[src/rtl/ysyx_23060208_ifu_pkg.sv]
// Shared types and constants for the instruction-fetch controller.
package ysyx_23060208_ifu_pkg;

    typedef enum logic [2:0] {
        BOOT,
        ADDR,
        DATA,
        DELIVER,
        FAULT
    } ifu_state_e;

    localparam logic [1:0] RESP_OKAY       = 2'b00;
    localparam int         PC_STEP_DEFAULT = 4;

    // Counter width able to hold values 0..limit (at least one bit).
    function automatic int cnt_width(input int limit);
        return (limit < 2) ? 1 : $clog2(limit + 1);
    endfunction

endpackage

[src/rtl/ysyx_23060208_ifu_timeout.sv]
// Saturating response-timeout counter. expired_o flags the cycle in which
// the LIMIT-th consecutive enabled cycle occurs; LIMIT=0 disables it.
module ysyx_23060208_ifu_timeout
    import ysyx_23060208_ifu_pkg::*;
#(
    parameter int LIMIT = 255
) (
    input  logic clock,
    input  logic reset,
    input  logic en_i,
    input  logic clr_i,
    output logic expired_o
);

    localparam int            CW      = cnt_width(LIMIT);
    localparam bit            ENABLED = (LIMIT != 0);
    localparam logic [CW-1:0] MAX_V   = CW'(LIMIT);
    localparam logic [CW-1:0] LAST_V  = CW'((LIMIT == 0) ? 0 : LIMIT - 1);

    logic [CW-1:0] count_q, count_d;

    // Next count: clear wins, otherwise count enabled cycles up to LIMIT.
    always_comb begin
        count_d = count_q;
        if (clr_i) begin
            count_d = '0;
        end else if (en_i && (count_q != MAX_V)) begin
            count_d = count_q + CW'(1);
        end
    end

    // Counter register.
    always_ff @(posedge clock or negedge reset) begin
        if (!reset) begin
            count_q <= '0;
        end else begin
            count_q <= count_d;
        end
    end

    assign expired_o = ENABLED && en_i && (count_q >= LAST_V);

endmodule

[src/rtl/ysyx_23060208_ifu_ctrl.sv]
// Instruction-fetch controller: sequences the PC register, issues one
// outstanding instruction read at a time, hands instructions to decode and
// reports bus errors / response timeouts as a held fetch fault.
module ysyx_23060208_ifu_ctrl
    import ysyx_23060208_ifu_pkg::*;
#(
    parameter int DATA_WIDTH   = 32,
    parameter int PC_STEP      = PC_STEP_DEFAULT,
    parameter int RESP_TIMEOUT = 255
) (
    input  logic                  clock,
    input  logic                  reset,
    input  logic [DATA_WIDTH-1:0] pc,
    output logic                  pc_wen,
    output logic [DATA_WIDTH-1:0] next_pc,
    output logic [DATA_WIDTH-1:0] araddr,
    output logic                  arvalid,
    input  logic                  arready,
    input  logic [DATA_WIDTH-1:0] rdata,
    input  logic [1:0]            rresp,
    input  logic                  rvalid,
    output logic                  rready,
    output logic [DATA_WIDTH-1:0] inst,
    output logic [DATA_WIDTH-1:0] inst_pc,
    output logic                  inst_valid,
    input  logic                  inst_ready,
    input  logic                  redirect_valid,
    input  logic [DATA_WIDTH-1:0] redirect_pc,
    output logic                  fetch_fault,
    output logic [DATA_WIDTH-1:0] fault_pc
);

    ifu_state_e            state_q, state_d;
    logic                  flush_q, flush_d;
    logic [DATA_WIDTH-1:0] araddr_q, araddr_d;
    logic [DATA_WIDTH-1:0] inst_q, inst_d;
    logic [DATA_WIDTH-1:0] inst_pc_q, inst_pc_d;
    logic [DATA_WIDTH-1:0] fault_pc_q, fault_pc_d;
    logic [DATA_WIDTH-1:0] inc_pc;
    logic                  upd_pc;
    logic                  tmo_expired;

    // Wraps silently at all-ones.
    assign inc_pc = pc + DATA_WIDTH'(PC_STEP);

    ysyx_23060208_ifu_timeout #(
        .LIMIT(RESP_TIMEOUT)
    ) u_timeout (
        .clock    (clock),
        .reset    (reset),
        .en_i     ((state_q == DATA) && !rvalid),
        .clr_i    (state_q != DATA),
        .expired_o(tmo_expired)
    );

    // Next-state, PC update and captured-register logic. A redirect always
    // writes the PC this cycle; araddr is loaded with the PC value that will
    // be visible in ADDR (next_pc when the PC is being written, else pc).
    always_comb begin
        // NOTE: every signal gets a default first so no path infers a latch.
        state_d    = state_q;
        flush_d    = flush_q;
        araddr_d   = araddr_q;
        inst_d     = inst_q;
        inst_pc_d  = inst_pc_q;
        fault_pc_d = fault_pc_q;
        upd_pc     = redirect_valid;
        next_pc    = redirect_valid ? redirect_pc : inc_pc;

        unique case (state_q)
            BOOT: begin
                upd_pc   = 1'b1;
                state_d  = ADDR;
                araddr_d = next_pc;
            end
            ADDR: begin
                // The address phase completes unchanged; the response is dropped.
                if (redirect_valid) flush_d = 1'b1;
                if (arready)        state_d = DATA;
            end
            DATA: begin
                if (rvalid) begin
                    if (flush_q || redirect_valid) begin
                        state_d  = ADDR;
                        flush_d  = 1'b0;
                        araddr_d = redirect_valid ? next_pc : pc;
                    end else if (rresp != RESP_OKAY) begin
                        state_d    = FAULT;
                        fault_pc_d = araddr_q;
                    end else begin
                        state_d   = DELIVER;
                        inst_d    = rdata;
                        inst_pc_d = araddr_q;
                    end
                end else if (redirect_valid) begin
                    flush_d = 1'b1;
                end else if (tmo_expired) begin
                    state_d    = FAULT;
                    fault_pc_d = araddr_q;
                    flush_d    = 1'b0;
                end
            end
            DELIVER: begin
                if (redirect_valid) begin
                    state_d  = ADDR;
                    araddr_d = next_pc;
                end else if (inst_ready) begin
                    upd_pc   = 1'b1;
                    state_d  = ADDR;
                    araddr_d = next_pc;
                end
            end
            FAULT: begin
                if (redirect_valid) begin
                    state_d  = ADDR;
                    araddr_d = next_pc;
                end
            end
            default: state_d = BOOT;
        endcase
    end

    // State and captured registers.
    always_ff @(posedge clock or negedge reset) begin
        if (!reset) begin
            state_q    <= BOOT;
            flush_q    <= 1'b0;
            araddr_q   <= '0;
            inst_q     <= '0;
            inst_pc_q  <= '0;
            fault_pc_q <= '0;
        end else begin
            // NOTE: non-blocking so every register samples pre-edge values.
            state_q    <= state_d;
            flush_q    <= flush_d;
            araddr_q   <= araddr_d;
            inst_q     <= inst_d;
            inst_pc_q  <= inst_pc_d;
            fault_pc_q <= fault_pc_d;
        end
    end

    // NOTE: BOOT requests a PC write, so the pulse is masked while reset is held.
    assign pc_wen      = reset && upd_pc;
    assign araddr      = araddr_q;
    assign arvalid     = (state_q == ADDR);
    assign rready      = (state_q == DATA) || (state_q == FAULT);
    assign inst        = inst_q;
    assign inst_pc     = inst_pc_q;
    assign inst_valid  = (state_q == DELIVER);
    assign fetch_fault = (state_q == FAULT);
    assign fault_pc    = fault_pc_q;

endmodule

[config.mk]
export PLATFORM = sky130hd
export DESIGN_NAME = ysyx_23060208_ifu_ctrl
export DESIGN_NICKNAME = d
export VERILOG_FILES = /design/src/rtl/ysyx_23060208_ifu_pkg.sv /design/src/rtl/ysyx_23060208_ifu_timeout.sv /design/src/rtl/ysyx_23060208_ifu_ctrl.sv
export SDC_FILE = /design/constraint.sdc
export NUM_CORES = 1
export LEC_CHECK = 0
export BUFFER_PORTS_ARGS = -buffer_cell sky130_fd_sc_hd__buf_2
export CORE_AREA = 2 2 125 127
export CTS_CLUSTER_SIZE = 12
export DETAILED_ROUTE_END_ITERATION = 16
export DIE_AREA = 0 0 127 129
export PLACE_DENSITY = 0.89
export RECOVER_POWER = 100
export SLEW_MARGIN = 25
export SYNTH_ARGS = -nofsm -noshare
export SYNTH_HDL_FRONTEND = slang
export SYNTH_SLANG_ARGS = --single-unit
[constraint.sdc]
create_clock -name clock -period 2.3 [get_ports clock]
set_clock_uncertainty 0.1 [all_clocks]
set_input_delay 0.23 -clock clock [delete_from_list [all_inputs] [get_ports clock]]
set_output_delay 0.23 -clock clock [all_outputs]
set_load 0.01 [all_outputs]
* After elaboration in Yosys (flattened, before gate mapping)
Index checks and enable logic that the tools add are counted.
** Operators by class
- Add/sub/neg operators :: 2
- Multiplexer cells :: 34
- Order comparisons :: 1
- Reductions and logical operators :: 18
- Eq/ne operators :: 19
- Bitwise operators :: 2
** Operator list (count)
- 32-bit two-way mux :: 12
- 32-bit case mux with 4 select lines :: 1
- 32-bit by 3-bit adder with 32-bit output (second input constant) :: 1
- 3-bit two-way mux :: 9
- 8-bit two-way mux :: 2
- 3-bit case mux with 5 select lines :: 1
- 5-bit AND reduction :: 3
- 8-bit by 1-bit adder with 8-bit output (second input constant) :: 1
- 8-bit greater-or-equal comparator (second input constant) :: 1
- 2-bit by 1-bit inequality test with 1-bit output (second input constant) :: 4
- 2-bit inequality test (second input constant) :: 4
- 8-bit inequality test (second input constant) :: 1
- 4-bit AND reduction :: 2
- 2-bit nonzero test :: 4
- 1-bit two-way mux :: 7
- 3-bit by 2-bit == test with 1-bit output (second input constant) :: 2
- 3-bit by 2-bit inequality test with 1-bit output (second input constant) :: 2
- 3-bit inequality test (second input constant) :: 2
- 1-bit logical AND :: 4
- 4-bit inequality test (second input constant) :: 1
- 1-bit case mux with 2 select lines :: 2
- 4-bit nonzero test :: 1
- 3-bit by 1-bit == test with 1-bit output (second input constant) :: 1
- 3-bit == test (second input constant) :: 1
- other kinds (5) :: 7
** Storage, ports and cells
- Flip-flop bits (word level) :: 140
- Input port bits :: 104
- Word-level logic and storage cells :: 83
- Output and inout port bits :: 165

* Logic depth before layout (Yosys ltp)
- Word-level depth :: 7
- Gate-level depth with buffers :: 8
- Depth with buffers taken out :: 7

* By module
From an unflattened synthesis, not the netlist that was laid out.
** Unflattened totals
- Cell total of the unflattened synthesis :: 663
- Area, all modules :: 7410.9 µm²
** Modules (own cells, without submodules)
- ysyx_23060208_ifu_ctrl :: seq. area each 3303.2 µm², instances 1, cells an instance 611, area each 6919.1 µm²
- ysyx_23060208_ifu_timeout :: seq. area each 200.2 µm², instances 1, cells an instance 52, area each 491.7 µm²

* Least setup slack after synthesis
No wires, ideal clock.
- Path type :: input to output
- From :: input pc[2]
- To :: output next_pc[22]
- Stages :: 7
- Data required time :: 1.970 ns
- Buffers on the path :: 1
- Data arrival time :: 1.735 ns
- Setup slack :: 0.235 ns
- Path through :: ha_1 > nand3_2 > or2_1 > clkbuf_1 > nor4_1 > xor2_1 > mux2_2
** On the way
- Cells in the longest elaborated chain, start to end :: 2
** RTL lines
- start, declared :: RTL line ysyx_23060208_ifu_ctrl.sv:13 : input logic [DATA_WIDTH-1:0] pc,
- 32-bit by 3-bit adder with 32-bit output :: RTL line ysyx_23060208_ifu_ctrl.sv:44 : assign inc_pc = pc + DATA_WIDTH'(PC_STEP);
- 32-bit two-way mux :: RTL line ysyx_23060208_ifu_ctrl.sv:68 : next_pc = redirect_valid ? redirect_pc : inc_pc;
- end, declared :: RTL line ysyx_23060208_ifu_ctrl.sv:15 : output logic [DATA_WIDTH-1:0] next_pc,
No other way between the ends.

* Final worst setup path
- From :: input pc[7]
- To :: output next_pc[19]
Same word-level chain as after synthesis.

==> flow_metrics.env <==
export IMPL_syn_num_nets=770
export IMPL_crit_family="simple AND/OR/NAND/NOR gates"
export IMPL_crit_slowest_cell="or4_4"
export IMPL_nets=1078
export IMPL_criticalPathCategory="in2out"
export IMPL_powerDensity_mw_per_mm2=1020
export IMPL_maxSlewHeadroom=0.285
export IMPL_critPathBufInv=3
export IMPL_grt_usage=0.271
export IMPL_yosys_register_bits=140
export IMPL_routed_wl_mm=22.3
export IMPL_gr_total_overflow=0
export IMPL_setup_worst_path_start_class="primary input"
export IMPL_numCtsBuffers=17
export IMPL_drv_cap=0
export IMPL_syn_mean_instance_area_sq_um=11.1
export IMPL_synth_seq_area_share=0.474
export IMPL_start_util=0.493
export IMPL_viasPerCell=5.54
export IMPL_synthCells=663
export IMPL_post_route_period_util=0.974
export IMPL_antenna_found_initial=3
export IMPL_grt_pass1_wl_mm=34.5
export IMPL_fmax_ghz=0.447
export IMPL_required_ns=1.97
export IMPL_hpwl_mm=16.0
export IMPL_routed_via_count=6515
export IMPL_htreeDepth=4
export IMPL_drc_errors=0
export IMPL_drive_gt1_frac=0.334
export IMPL_min_period_ns=2.24
export IMPL_synth_edff_count=0
export IMPL_dieHeight_microns=129
export IMPL_path_cells="clkbuf_2 > nand4_4 > buf_4 > or4_4 > nor2_1 > xor2_1 > mux2_2 > buf_2"
export IMPL_path_max_fanout=6
export IMPL_num_io_pins=269
export IMPL_clk_latency_ns=0.41
export IMPL_area_growth_pct=32.5
export IMPL_yosysWarnings=0
export IMPL_drtIter0Drc=428
export IMPL_end_kind="primary output"
export IMPL_ir_drop_mv=0.759
export IMPL_worst_pin_slew_ns=1.07
export IMPL_setup_viol=0
export IMPL_cts_root_buffer="clkbuf_16"
export IMPL_synth_distinct_cells=66
export IMPL_crit_arrival_ns=1.91
export IMPL_p_leak_nw=4.50
export IMPL_cts_buffer_depth=2
export IMPL_coreArea_sq_mm=0.0150
export IMPL_port_buffers=268
export IMPL_status="complete, no violations"
export IMPL_cts_tree="built"
export IMPL_ys_async_sr_fraction=1.00
export IMPL_rsz0062_at_grt="false"
export IMPL_clock_sinks=140
export IMPL_syn_cell_area_sq_mm=0.00739
export IMPL_m1WireLength_mm=9.07
export IMPL_routedWlPerCell_microns=19.0
export IMPL_slew_violations=0
export IMPL_grt_max_degree=81
export IMPL_finalSetupTns_ns=0
export IMPL_hold_path_class="in2reg"
export IMPL_num_rows=45
export IMPL_dr_pass1_iters=5
export IMPL_dr_wl_met2_mm=11.0
export IMPL_hold_violations=0
export IMPL_dieArea_sq_mm=0.0164
export IMPL_met3_length_mm=1.66
export IMPL_total_power_mw=10.0
export IMPL_cts_clk_slew_worst_paths_ns=0.06
export IMPL_ant_nets=0
export IMPL_place_gp_congestion=0.887
export IMPL_highest_layer="met5"
export IMPL_max_stage_delay_ns=0.56
export IMPL_synth_top_flop_cell="dfrtp_1"
export IMPL_die_x_microns=127
export IMPL_grt_pass1_vias=6509
==> routing by layer <==
layer  GRT usage  vias up
met2       0.467      282
met5           0        -
li1            -     3002
met4      0.0937        4
met1       0.334     3178
met3      0.0669       49
==> worst paths after layout <==
path                           startpoint          end  slack, ns  depth (start not counted)
setup / recovery                    pc[7]  next_pc[19]       0.06                          8
hold / removal             redirect_pc[5]    araddr[5]       0.03                          3
setup reg to reg               state_q[0]   araddr[30]       0.16                          7
hold reg to reg               inst_pc[20]  inst_pc[20]       0.39                          1
max in group asynchronous           reset  inst_pc[15]       0.62                          3
min in group asynchronous           reset   araddr[26]       0.13                          2
==> cell usage after synthesis, types with 3 or more instances <==
library cell / count / area [sq um]
dfrtp_1: 140 / 3500
mux2_2: 116 / 1310
nand2_1: 50 / 188
nor2_1: 42 / 158
o21ai_0: 40 / 200
xnor2_1: 27 / 236
xor2_1: 24 / 210
clkbuf_1: 21 / 78.8
a21oi_1: 18 / 90.1
nand3_1: 17 / 85.1
nand4_1: 16 / 100
nor3_1: 16 / 80.1
buf_2: 12 / 60.1
nand3b_1: 9 / 67.6
nor4_1: 7 / 43.8
buf_4: 6 / 45.0
inv_1: 6 / 22.5
mux2_1: 6 / 67.6
mux2i_1: 5 / 50.1
o31ai_1: 5 / 37.5
and3_1: 4 / 25.0
and4_1: 4 / 35.0
buf_1: 4 / 15.0
buf_6: 3 / 33.8
clkbuf_8: 3 / 41.3
ha_1: 3 / 37.5
nand2b_1: 3 / 18.8
nor2b_1: 3 / 18.8
nor4_4: 3 / 63.8
==> worst reg2reg max path, stage by stage, from the launching register on <==
cell and delay (ns):
dfrtp_1 0.53, nor3b_4 0.37, buf_4 0.23, nor3_1 0.06, clkbuf_2 0.23, a31o_2 0.28, a21oi_1 0.12, o21ai_0 0.10
==> where the power goes <==
group | switching [mW] | internal, mW
registers | 0.679 | 3.28
logic | 1.87 | 1.35
clock network | 1.08 | 1.78
==> per-stage QoR <==
stage               worst slack, ns  hold slack, ns   util  area, sq um  instances
floorplan                     0.235          -0.166      -         7390        663
global placement             0.0748        -0.00627  0.604         9050       1106
detailed placement           0.0199        -0.00802  0.604         9050       1106
CTS                          0.0114          0.0169  0.668        10000       1172
global route                0.00843          0.0698  0.654         9790       1173
finish                       0.0609          0.0275  0.654         9790       1175
==> sequential cells by signal, indices dropped and copies added (netlist names) <==
| signal | count |
|---|---|
| inst_pc | 32 |
| state_q | 3 |
| araddr | 32 |
| flush_q | 1 |
| u_timeout.count_q | 8 |
| fault_pc | 32 |
| inst | 32 |
==> layout by cell type (no fill, tap or decap), drive strengths merged, types with 4 or more instances in the layout <==
cell | Yosys | routed
mux2i | 5 | 5
inv | 6 | 8
dfrtp | 140 | 140
nand4 | 20 | 20
o21ai | 41 | 41
a21oi | 19 | 19
nand3 | 19 | 19
xnor2 | 27 | 27
dlygate4sd3 | 0 | 34
nand2 | 50 | 50
nor4 | 10 | 10
clkinv | 0 | 5
o31ai | 5 | 5
and3 | 4 | 4
nor3 | 18 | 18
mux2 | 122 | 122
nor2 | 42 | 42
and4 | 4 | 4
nand3b | 9 | 9
clkbuf | 24 | 175
buf | 25 | 149
xor2 | 24 | 24
==> repair_timing <==
| action | 4_1_cts | 5_1_grt |
|---|---|---|
| setup endpoints to repair | 0 | 16 |
| hold endpoints to repair | 131 | 0 |
| gates resized for setup | 0 | 10 |
| setup buffers | 0 | 0 |
| hold buffers | 34 | 0 |
==> cell type report <==
cell class,instances,area [sq um]
repair buffers,338,1820
well taps,188,235
fillers,1229,5180
clock inverters,12,163
inverters,6,22.5
flip-flops and latches,140,3500
diodes,3,7.51
clock buffers,20,457
multi-input cells,468,3590
==> cells by family (layout without fill, tap and decap cells) <==
kind of cell             count (synthesis)  in the layout  share of synthesized area
AND/OR/NAND/NOR                        194            194                      0.149
flip-flops                             140            140                      0.474
multiplexers                           127            127                      0.193
AO/OA/AOI/OAI                           93             93                     0.0782
buffers and inverters                   55            376                     0.0401
XOR/XNOR                                51             51                     0.0604
adder cells (fa/ha/maj)                  3              3                    0.00508
other                                    0              3                          0
Power figures use the tool's default switching activity.
